===== src/rtl/rv_mem_arbiter.sv =====
// Shares one single-port RAM between instruction fetch and the load/store path, with byte-lane steering and load extension.
// Define RV_MEM_ARB_TIMEOUT_EN to abort accesses that see no mem_ack within TIMEOUT cycles.
module rv_mem_arbiter #(
   parameter int unsigned MAX_D_BURST = 4,
   parameter int unsigned TIMEOUT     = 255
) (
   input  logic        clk,
   input  logic        rst_n,
   input  logic        if_req,
   input  logic [31:0] if_addr,
   output logic [31:0] if_rdata,
   output logic        if_ack,
   output logic        if_err,
   input  logic        d_req,
   input  logic        d_we,
   input  logic [2:0]  d_op,
   input  logic [31:0] d_addr,
   input  logic [31:0] d_wdata,
   output logic [31:0] d_rdata,
   output logic        d_ack,
   output logic        d_err,
   output logic        mem_req,
   output logic        mem_we,
   output logic [31:0] mem_addr,
   output logic [3:0]  mem_be,
   output logic [31:0] mem_wdata,
   input  logic [31:0] mem_rdata,
   input  logic        mem_ack,
   output logic        busy
);

   // state  | meaning
   // IDLE   | no access in flight, arbitrating between IF and D
   // ACC_IF | fetch access on the memory port, waiting for mem_ack
   // ACC_D  | data access on the memory port; a rejected request spends one dead cycle here
   // RESP   | one-cycle ack (and err) pulse to the granted side
   typedef enum logic [1:0] {IDLE, ACC_IF, ACC_D, RESP} state_t;

   localparam logic [2:0] OP_B  = 3'b001;
   localparam logic [2:0] OP_H  = 3'b010;
   localparam logic [2:0] OP_W  = 3'b011;
   localparam logic [2:0] OP_BU = 3'b101;
   localparam logic [2:0] OP_HU = 3'b110;
   localparam logic [3:0] BURST_LIM = 4'(MAX_D_BURST);

   state_t      state_q, state_d;
   logic [3:0]  burst_q, burst_d;
   logic [2:0]  op_q, op_d;
   logic [1:0]  off_q, off_d;
   logic        rej_q, rej_d;
   logic        mem_req_q, mem_req_d;
   logic        mem_we_q, mem_we_d;
   logic [31:0] mem_addr_q, mem_addr_d;
   logic [3:0]  mem_be_q, mem_be_d;
   logic [31:0] mem_wdata_q, mem_wdata_d;
   logic        if_ack_q, if_ack_d;
   logic        if_err_q, if_err_d;
   logic [31:0] if_rdata_q, if_rdata_d;
   logic        d_ack_q, d_ack_d;
   logic        d_err_q, d_err_d;
   logic [31:0] d_rdata_q, d_rdata_d;
   logic        busy_q, busy_d;

   logic        d_op_ok, d_align_ok, d_bad, d_grant, end_acc;
   logic [3:0]  st_be;
   logic [31:0] st_wdata;
   logic [15:0] ld_shift;
   logic [31:0] ld_data;

`ifdef RV_MEM_ARB_TIMEOUT_EN
   localparam logic [7:0] TMO_LOAD = 8'(TIMEOUT - 1);
   logic [7:0] tmo_q, tmo_d;
`else
   logic unused_tmo;
   assign unused_tmo = ^{8'(TIMEOUT)};
`endif

   logic unused_addr;
   assign unused_addr = ^if_addr[1:0];

   always_comb begin
      d_op_ok    = 1'b0;
      d_align_ok = 1'b1;
      case (d_op)
         OP_B, OP_BU: d_op_ok = 1'b1;
         OP_H, OP_HU: begin
            d_op_ok    = 1'b1;
            d_align_ok = ~d_addr[0];
         end
         OP_W: begin
            d_op_ok    = 1'b1;
            d_align_ok = (d_addr[1:0] == 2'b00);
         end
         default: d_op_ok = 1'b0;
      endcase
   end

   assign d_bad   = ~d_op_ok | ~d_align_ok;
   // IF only takes the port ahead of a pending D once D has used up its burst allowance.
   assign d_grant = d_req & ~(if_req & (burst_q == BURST_LIM));

   always_comb begin
      st_be    = 4'b0000;
      st_wdata = 32'h0;
      if (d_we) begin
         case (d_op)
            OP_B, OP_BU: begin
               st_be    = 4'b0001 << d_addr[1:0];
               st_wdata = {4{d_wdata[7:0]}};
            end
            OP_H, OP_HU: begin
               st_be    = 4'b0011 << d_addr[1:0];
               st_wdata = {2{d_wdata[15:0]}};
            end
            default: begin
               st_be    = 4'b1111;
               st_wdata = d_wdata;
            end
         endcase
      end
   end

   always_comb begin
      ld_shift = 16'(mem_rdata >> {off_q, 3'b000});
      case (op_q)
         OP_B:    ld_data = {{24{ld_shift[7]}}, ld_shift[7:0]};
         OP_BU:   ld_data = {24'h0, ld_shift[7:0]};
         OP_H:    ld_data = {{16{ld_shift[15]}}, ld_shift[15:0]};
         OP_HU:   ld_data = {16'h0, ld_shift[15:0]};
         default: ld_data = mem_rdata;
      endcase
   end

   always_comb begin
      state_d     = state_q;
      burst_d     = burst_q;
      op_d        = op_q;
      off_d       = off_q;
      rej_d       = rej_q;
      mem_req_d   = mem_req_q;
      mem_we_d    = mem_we_q;
      mem_addr_d  = mem_addr_q;
      mem_be_d    = mem_be_q;
      mem_wdata_d = mem_wdata_q;
      if_ack_d    = 1'b0;
      if_err_d    = 1'b0;
      if_rdata_d  = 32'h0;
      d_ack_d     = 1'b0;
      d_err_d     = 1'b0;
      d_rdata_d   = 32'h0;
      end_acc     = 1'b0;
`ifdef RV_MEM_ARB_TIMEOUT_EN
      tmo_d       = tmo_q;
`endif
      case (state_q)
         IDLE: begin
`ifdef RV_MEM_ARB_TIMEOUT_EN
            tmo_d = TMO_LOAD;
`endif
            if (d_grant) begin
               burst_d = if_req ? ((burst_q == 4'hF) ? burst_q : burst_q + 4'd1) : 4'd0;
               op_d    = d_op;
               off_d   = d_addr[1:0];
               rej_d   = d_bad;
               state_d = ACC_D;
               if (!d_bad) begin
                  mem_req_d   = 1'b1;
                  mem_we_d    = d_we;
                  mem_addr_d  = {d_addr[31:2], 2'b00};
                  mem_be_d    = st_be;
                  mem_wdata_d = st_wdata;
               end
            end else if (if_req) begin
               burst_d     = 4'd0;
               state_d     = ACC_IF;
               mem_req_d   = 1'b1;
               mem_we_d    = 1'b0;
               mem_addr_d  = {if_addr[31:2], 2'b00};
               mem_be_d    = 4'b0000;
               mem_wdata_d = 32'h0;
            end
         end
         ACC_IF: begin
            if (mem_ack) begin
               end_acc    = 1'b1;
               if_ack_d   = 1'b1;
               if_rdata_d = mem_rdata;
            end
`ifdef RV_MEM_ARB_TIMEOUT_EN
            else if (tmo_q == 8'd0) begin
               end_acc  = 1'b1;
               if_ack_d = 1'b1;
               if_err_d = 1'b1;
            end else begin
               tmo_d = tmo_q - 8'd1;
            end
`endif
         end
         ACC_D: begin
            // Rejected requests still take the full two-cycle latency, but never touch memory.
            if (rej_q) begin
               end_acc = 1'b1;
               d_ack_d = 1'b1;
               d_err_d = 1'b1;
               rej_d   = 1'b0;
            end else if (mem_ack) begin
               end_acc   = 1'b1;
               d_ack_d   = 1'b1;
               d_rdata_d = mem_we_q ? 32'h0 : ld_data;
            end
`ifdef RV_MEM_ARB_TIMEOUT_EN
            else if (tmo_q == 8'd0) begin
               end_acc = 1'b1;
               d_ack_d = 1'b1;
               d_err_d = 1'b1;
            end else begin
               tmo_d = tmo_q - 8'd1;
            end
`endif
         end
         RESP:    state_d = IDLE;
         default: state_d = IDLE;
      endcase
      if (end_acc) begin
         state_d     = RESP;
         mem_req_d   = 1'b0;
         mem_we_d    = 1'b0;
         mem_addr_d  = 32'h0;
         mem_be_d    = 4'b0000;
         mem_wdata_d = 32'h0;
      end
      busy_d = (state_d != IDLE);
   end

   always_ff @(posedge clk or negedge rst_n) begin
      if (!rst_n) begin
         state_q     <= IDLE;
         burst_q     <= 4'd0;
         op_q        <= 3'b000;
         off_q       <= 2'b00;
         rej_q       <= 1'b0;
         mem_req_q   <= 1'b0;
         mem_we_q    <= 1'b0;
         mem_addr_q  <= 32'h0;
         mem_be_q    <= 4'b0000;
         mem_wdata_q <= 32'h0;
         if_ack_q    <= 1'b0;
         if_err_q    <= 1'b0;
         if_rdata_q  <= 32'h0;
         d_ack_q     <= 1'b0;
         d_err_q     <= 1'b0;
         d_rdata_q   <= 32'h0;
         busy_q      <= 1'b0;
      end else begin
         state_q     <= state_d;
         burst_q     <= burst_d;
         op_q        <= op_d;
         off_q       <= off_d;
         rej_q       <= rej_d;
         mem_req_q   <= mem_req_d;
         mem_we_q    <= mem_we_d;
         mem_addr_q  <= mem_addr_d;
         mem_be_q    <= mem_be_d;
         mem_wdata_q <= mem_wdata_d;
         if_ack_q    <= if_ack_d;
         if_err_q    <= if_err_d;
         if_rdata_q  <= if_rdata_d;
         d_ack_q     <= d_ack_d;
         d_err_q     <= d_err_d;
         d_rdata_q   <= d_rdata_d;
         busy_q      <= busy_d;
      end
   end

`ifdef RV_MEM_ARB_TIMEOUT_EN
   always_ff @(posedge clk or negedge rst_n) begin
      if (!rst_n) tmo_q <= 8'd0;
      else        tmo_q <= tmo_d;
   end
`endif

   assign mem_req   = mem_req_q;
   assign mem_we    = mem_we_q;
   assign mem_addr  = mem_addr_q;
   assign mem_be    = mem_be_q;
   assign mem_wdata = mem_wdata_q;
   assign if_ack    = if_ack_q;
   assign if_err    = if_err_q;
   assign if_rdata  = if_rdata_q;
   assign d_ack     = d_ack_q;
   assign d_err     = d_err_q;
   assign d_rdata   = d_rdata_q;
   assign busy      = busy_q;

endmodule


===== config.mk =====
export PLATFORM = sky130hd
export DESIGN_NAME = rv_mem_arbiter
export DESIGN_NICKNAME = d
export VERILOG_FILES = /design/src/rtl/rv_mem_arbiter.sv
export SDC_FILE = /design/constraint.sdc
export NUM_CORES = 1
export LEC_CHECK = 0
export BUFFER_PORTS_ARGS = -buffer_cell sky130_fd_sc_hd__buf_2
export CAP_MARGIN = 20
export CELL_PAD_IN_SITES_DETAIL_PLACEMENT = 1
export CELL_PAD_IN_SITES_GLOBAL_PLACEMENT = 1
export CORE_MARGIN = 2
export CORE_UTILIZATION = 39
export CTS_CLUSTER_SIZE = 24
export DETAILED_ROUTE_END_ITERATION = 8
export PLACE_DENSITY_LB_ADDON = 0.1
export SLEW_MARGIN = 20
export SYNTH_ARGS = -nofsm -noshare
export SYNTH_HDL_FRONTEND = slang
export SYNTH_SLANG_ARGS = --single-unit

===== constraint.sdc =====
create_clock -name clk -period 5.2 [get_ports clk]
set_clock_uncertainty 0.2 [all_clocks]
set_input_delay 0 -clock clk [delete_from_list [all_inputs] [get_ports clk]]
set_output_delay 0 -clock clk [all_outputs]
set_load 0.01 [all_outputs]

==> impl_metrics.toml <==
[run_status]
status = "finished with violations"
violations = "hold timing"

[layout]
final_net_count = 1154
stdcell_count = 1246
syn2layout_area_growth_pct = 53.11
final_cell_area_um2 = 10150
drive_above_1_share_pct = 31.71
fillerInstances = 1840

[global_route]
grt-ovfl-total = 0
track_usage_pct = 30.03
grt_pass1_vias = 7722
grt_pass1_wl_mm = 41.71
antenna_found_initial = 1
grt_max_degree = 84

[drt]
wl_mm = 26.86
ant_nets = 0
viasPerCell = 5.465
drc = 0
wl_per_cell_um = 21.56
vias = 6810
drtIter0Drc = 421
firstDrtPassIters = 4

[floorplan]
io_pins = 276
coreArea_um2 = 16580
die_w_um = 134.4
dieArea_um2 = 18060
initial_core_util_pct = 39.99
rows = 47
die_h_um = 134.4

[clock_network]
clock_latency_ns = 0.42
cts_tree = "built"
clk_pin_slew_worst_paths_ns = 0.06
cts_root_buf = "clkbuf_16"
htreeDepth = 4
cts_sinks = 148
post_cts_buffers = 0
clock_path_buffers = 2
cts_made_buffers = 17

[setup_path]
timing.rr.start = "burst_q[0]"
path_class = "flip-flop to flip-flop"
worstReg2RegEnd = "mem_addr[15]"
worst_setup_path_end_kind = "flip-flop"
start_kind = "flip-flop"
crit_fanout = 51
reg2reg_slack_ns = 1.98
cp.arrival_ns = 3.26
cp.required_ns = 5.25
r2r_cells = 6

[timing]
timing.fmax_mhz = 311.0
fin_ws_ns = 1.984
grt_setup_unrepaired = "false"
max_slew.worst_pin.slew_ns = 1.063
setup_violations = 0
post-route-period-util_pct = 61.84
slew_violations = 0
fin_crit_ns = 3.216
hold_viol_final = 3
holdWs_ns = -0.006354
slew_headroom_pct = 28.87
fin_tns_setup_ns = 0

[synth]
yosys.cell_types.count = 48
synth_flop_cell = "dfrtp_1"
synth_cells = 618
ys_async_sr_fraction_pct = 100.0
synth_edf_count = 0
syn_avg_cell_area_um2 = 10.73
ys_seq_area_share_pct = 55.85
synth_seq_cells = 148
yosys_warnings = 0
synthesis.area_um2 = 6631

[place]
dp_hpwl_mm = 15.75
pre_cts_ws_ns = 1.809
gp_congestion = 0.7645
placed_area_um2 = 8103
dp_cells = 1065
io_buffer_count = 270

[power]
p_leak_nw = 5.324
power.density_nw_per_um2 = 454.7
max-vdd-ir-drop_uv = 244.2

[hold_path]
hp-class = "primary input to asynchronous set/reset pin"

[job]
maxCapViolCount = 0
## cell families after synthesis
| logic type | synth area share [%] |
|---|---|
| xor+xnor | 0.1321 |
| simple gates | 13.75 |
| mux | 10.83 |
| compound gates | 14.47 |
| flops | 55.85 |
| buf+inv | 3.962 |
| other cells | 0.05655 |
| fa+ha+maj | 0.9434 |
## per-layer routing
layer  GRT usage (%)  vias up  share of wire [%]  wire length [um]
li1                -     3011                  -                 -
met1           31.91     3392                 35              9469
met2           55.05      321                 52             14020
met3           7.748       86                7.8              2100
met4           14.80        0                4.7              1268
met5               0        -                  0                 0
## where the power goes
| group | leakage, nW | switching, mW | internal (mW) |
|---|---|---|---|
| clock | 0.262 | 0.497 | 0.685 |
| combinational | 3.07 | 1.10 | 0.697 |
| sequential | 1.99 | 0.192 | 1.44 |
| total | 5.32 | 1.79 | 2.82 |
## cells in the final DEF (no fill, tap or decap), types with 6 or more instances in the layout
cell           count
buf_2            269
dfrtp_1          148
dlygate4sd3_1    148
nand2_1           63
nor2_1            58
mux2i_1           56
o22ai_1           51
and3_1            33
a21oi_1           19
a32o_1            18
clkbuf_16         17
mux2_2            12
o21ai_0           12
inv_1             10
nor2b_1           10
a211oi_1           9
a22oi_1            8
a31oi_1            8
nor3b_1            6
## critical path, stage by stage, from the launching register on
cell and delay (ns):
dfrtp_1 0.42, inv_1 0.08, ha_1 0.15, nand4b_1 0.15, nand2_2 0.81, o21a_2 0.95
o22ai_1 0.27
## state kept, by name, indices dropped and copies added, names as in the netlist
name / flops
busy: 1
mem_be: 4
d_ack: 1
mem_addr: 30
off_q: 2
mem_wdata: 32
rej_q: 1
mem_req: 1
d_err: 1
d_rdata: 32
burst_q: 4
if_ack: 1
if_rdata: 32
op_q: 3
mem_we: 1
state_q: 2
## synthesized netlist by cell type, drive strengths merged (2+ instances only)
cell,number,area (um2)
dfrtp,148,3704
nand2,64,240.2
nor2,59,224.0
mux2i,56,560.5
o22ai,51,319.1
and3,33,206.5
clkbuf,32,120.1
a21oi,19,95.09
a32o,18,180.2
buf,18,101.4
o21ai,14,73.82
mux2,12,135.1
inv,10,37.54
nor2b,10,62.56
a211oi,9,67.56
a22oi,8,60.06
a31oi,8,50.05
nor3b,6,45.04
ha,5,62.56
o21a,5,37.54
and2,4,25.02
nand2b,4,25.02
nand3,4,20.02
o211ai,2,15.01
## cell type report
| cell class | count | area [um2] | share of cell area (%) |
|---|---|---|---|
| multi-input combinational | 411 | 2690 | 26.49 |
| sequential | 148 | 3704 | 36.48 |
| antenna | 1 | 2.502 | 0.02465 |
| timing repair buffer | 423 | 2877 | 28.33 |
| clock inverter | 11 | 103.9 | 1.023 |
| tap | 220 | 275.3 | 2.711 |
| inverter | 11 | 41.29 | 0.4067 |
| clock buffer | 21 | 460.4 | 4.535 |
## stage by stage
stage,power [mW],utilization [%]
after CTS,4.562,61.20
after global routing,4.871,61.23
after global placement,3.188,48.86
final,4.616,61.23
after detailed placement,3.263,48.86
after floorplan,2.609,-
## worst max path at each step
stage,startpoint,endpoint,depth (start not counted)
6_report,burst_q[0],mem_addr[15],6
5_1_grt,burst_q[0],mem_addr[15],6
4_1_cts,state_q[1],mem_addr[11],8
3_5_place_dp,state_q[1],mem_addr[24],8
3_3_place_gp,state_q[1],mem_addr[30],8
2_1_floorplan,state_q[0],mem_be[1],8
## timing repair
| item | CTS | global route |
|---|---|---|
| endpoints found under the hold margin | 226 | 0 |
| hold buffers | 148 | 0 |
| gates resized for setup | 0 | 0 |
Power figures use the tool's default switching activity.
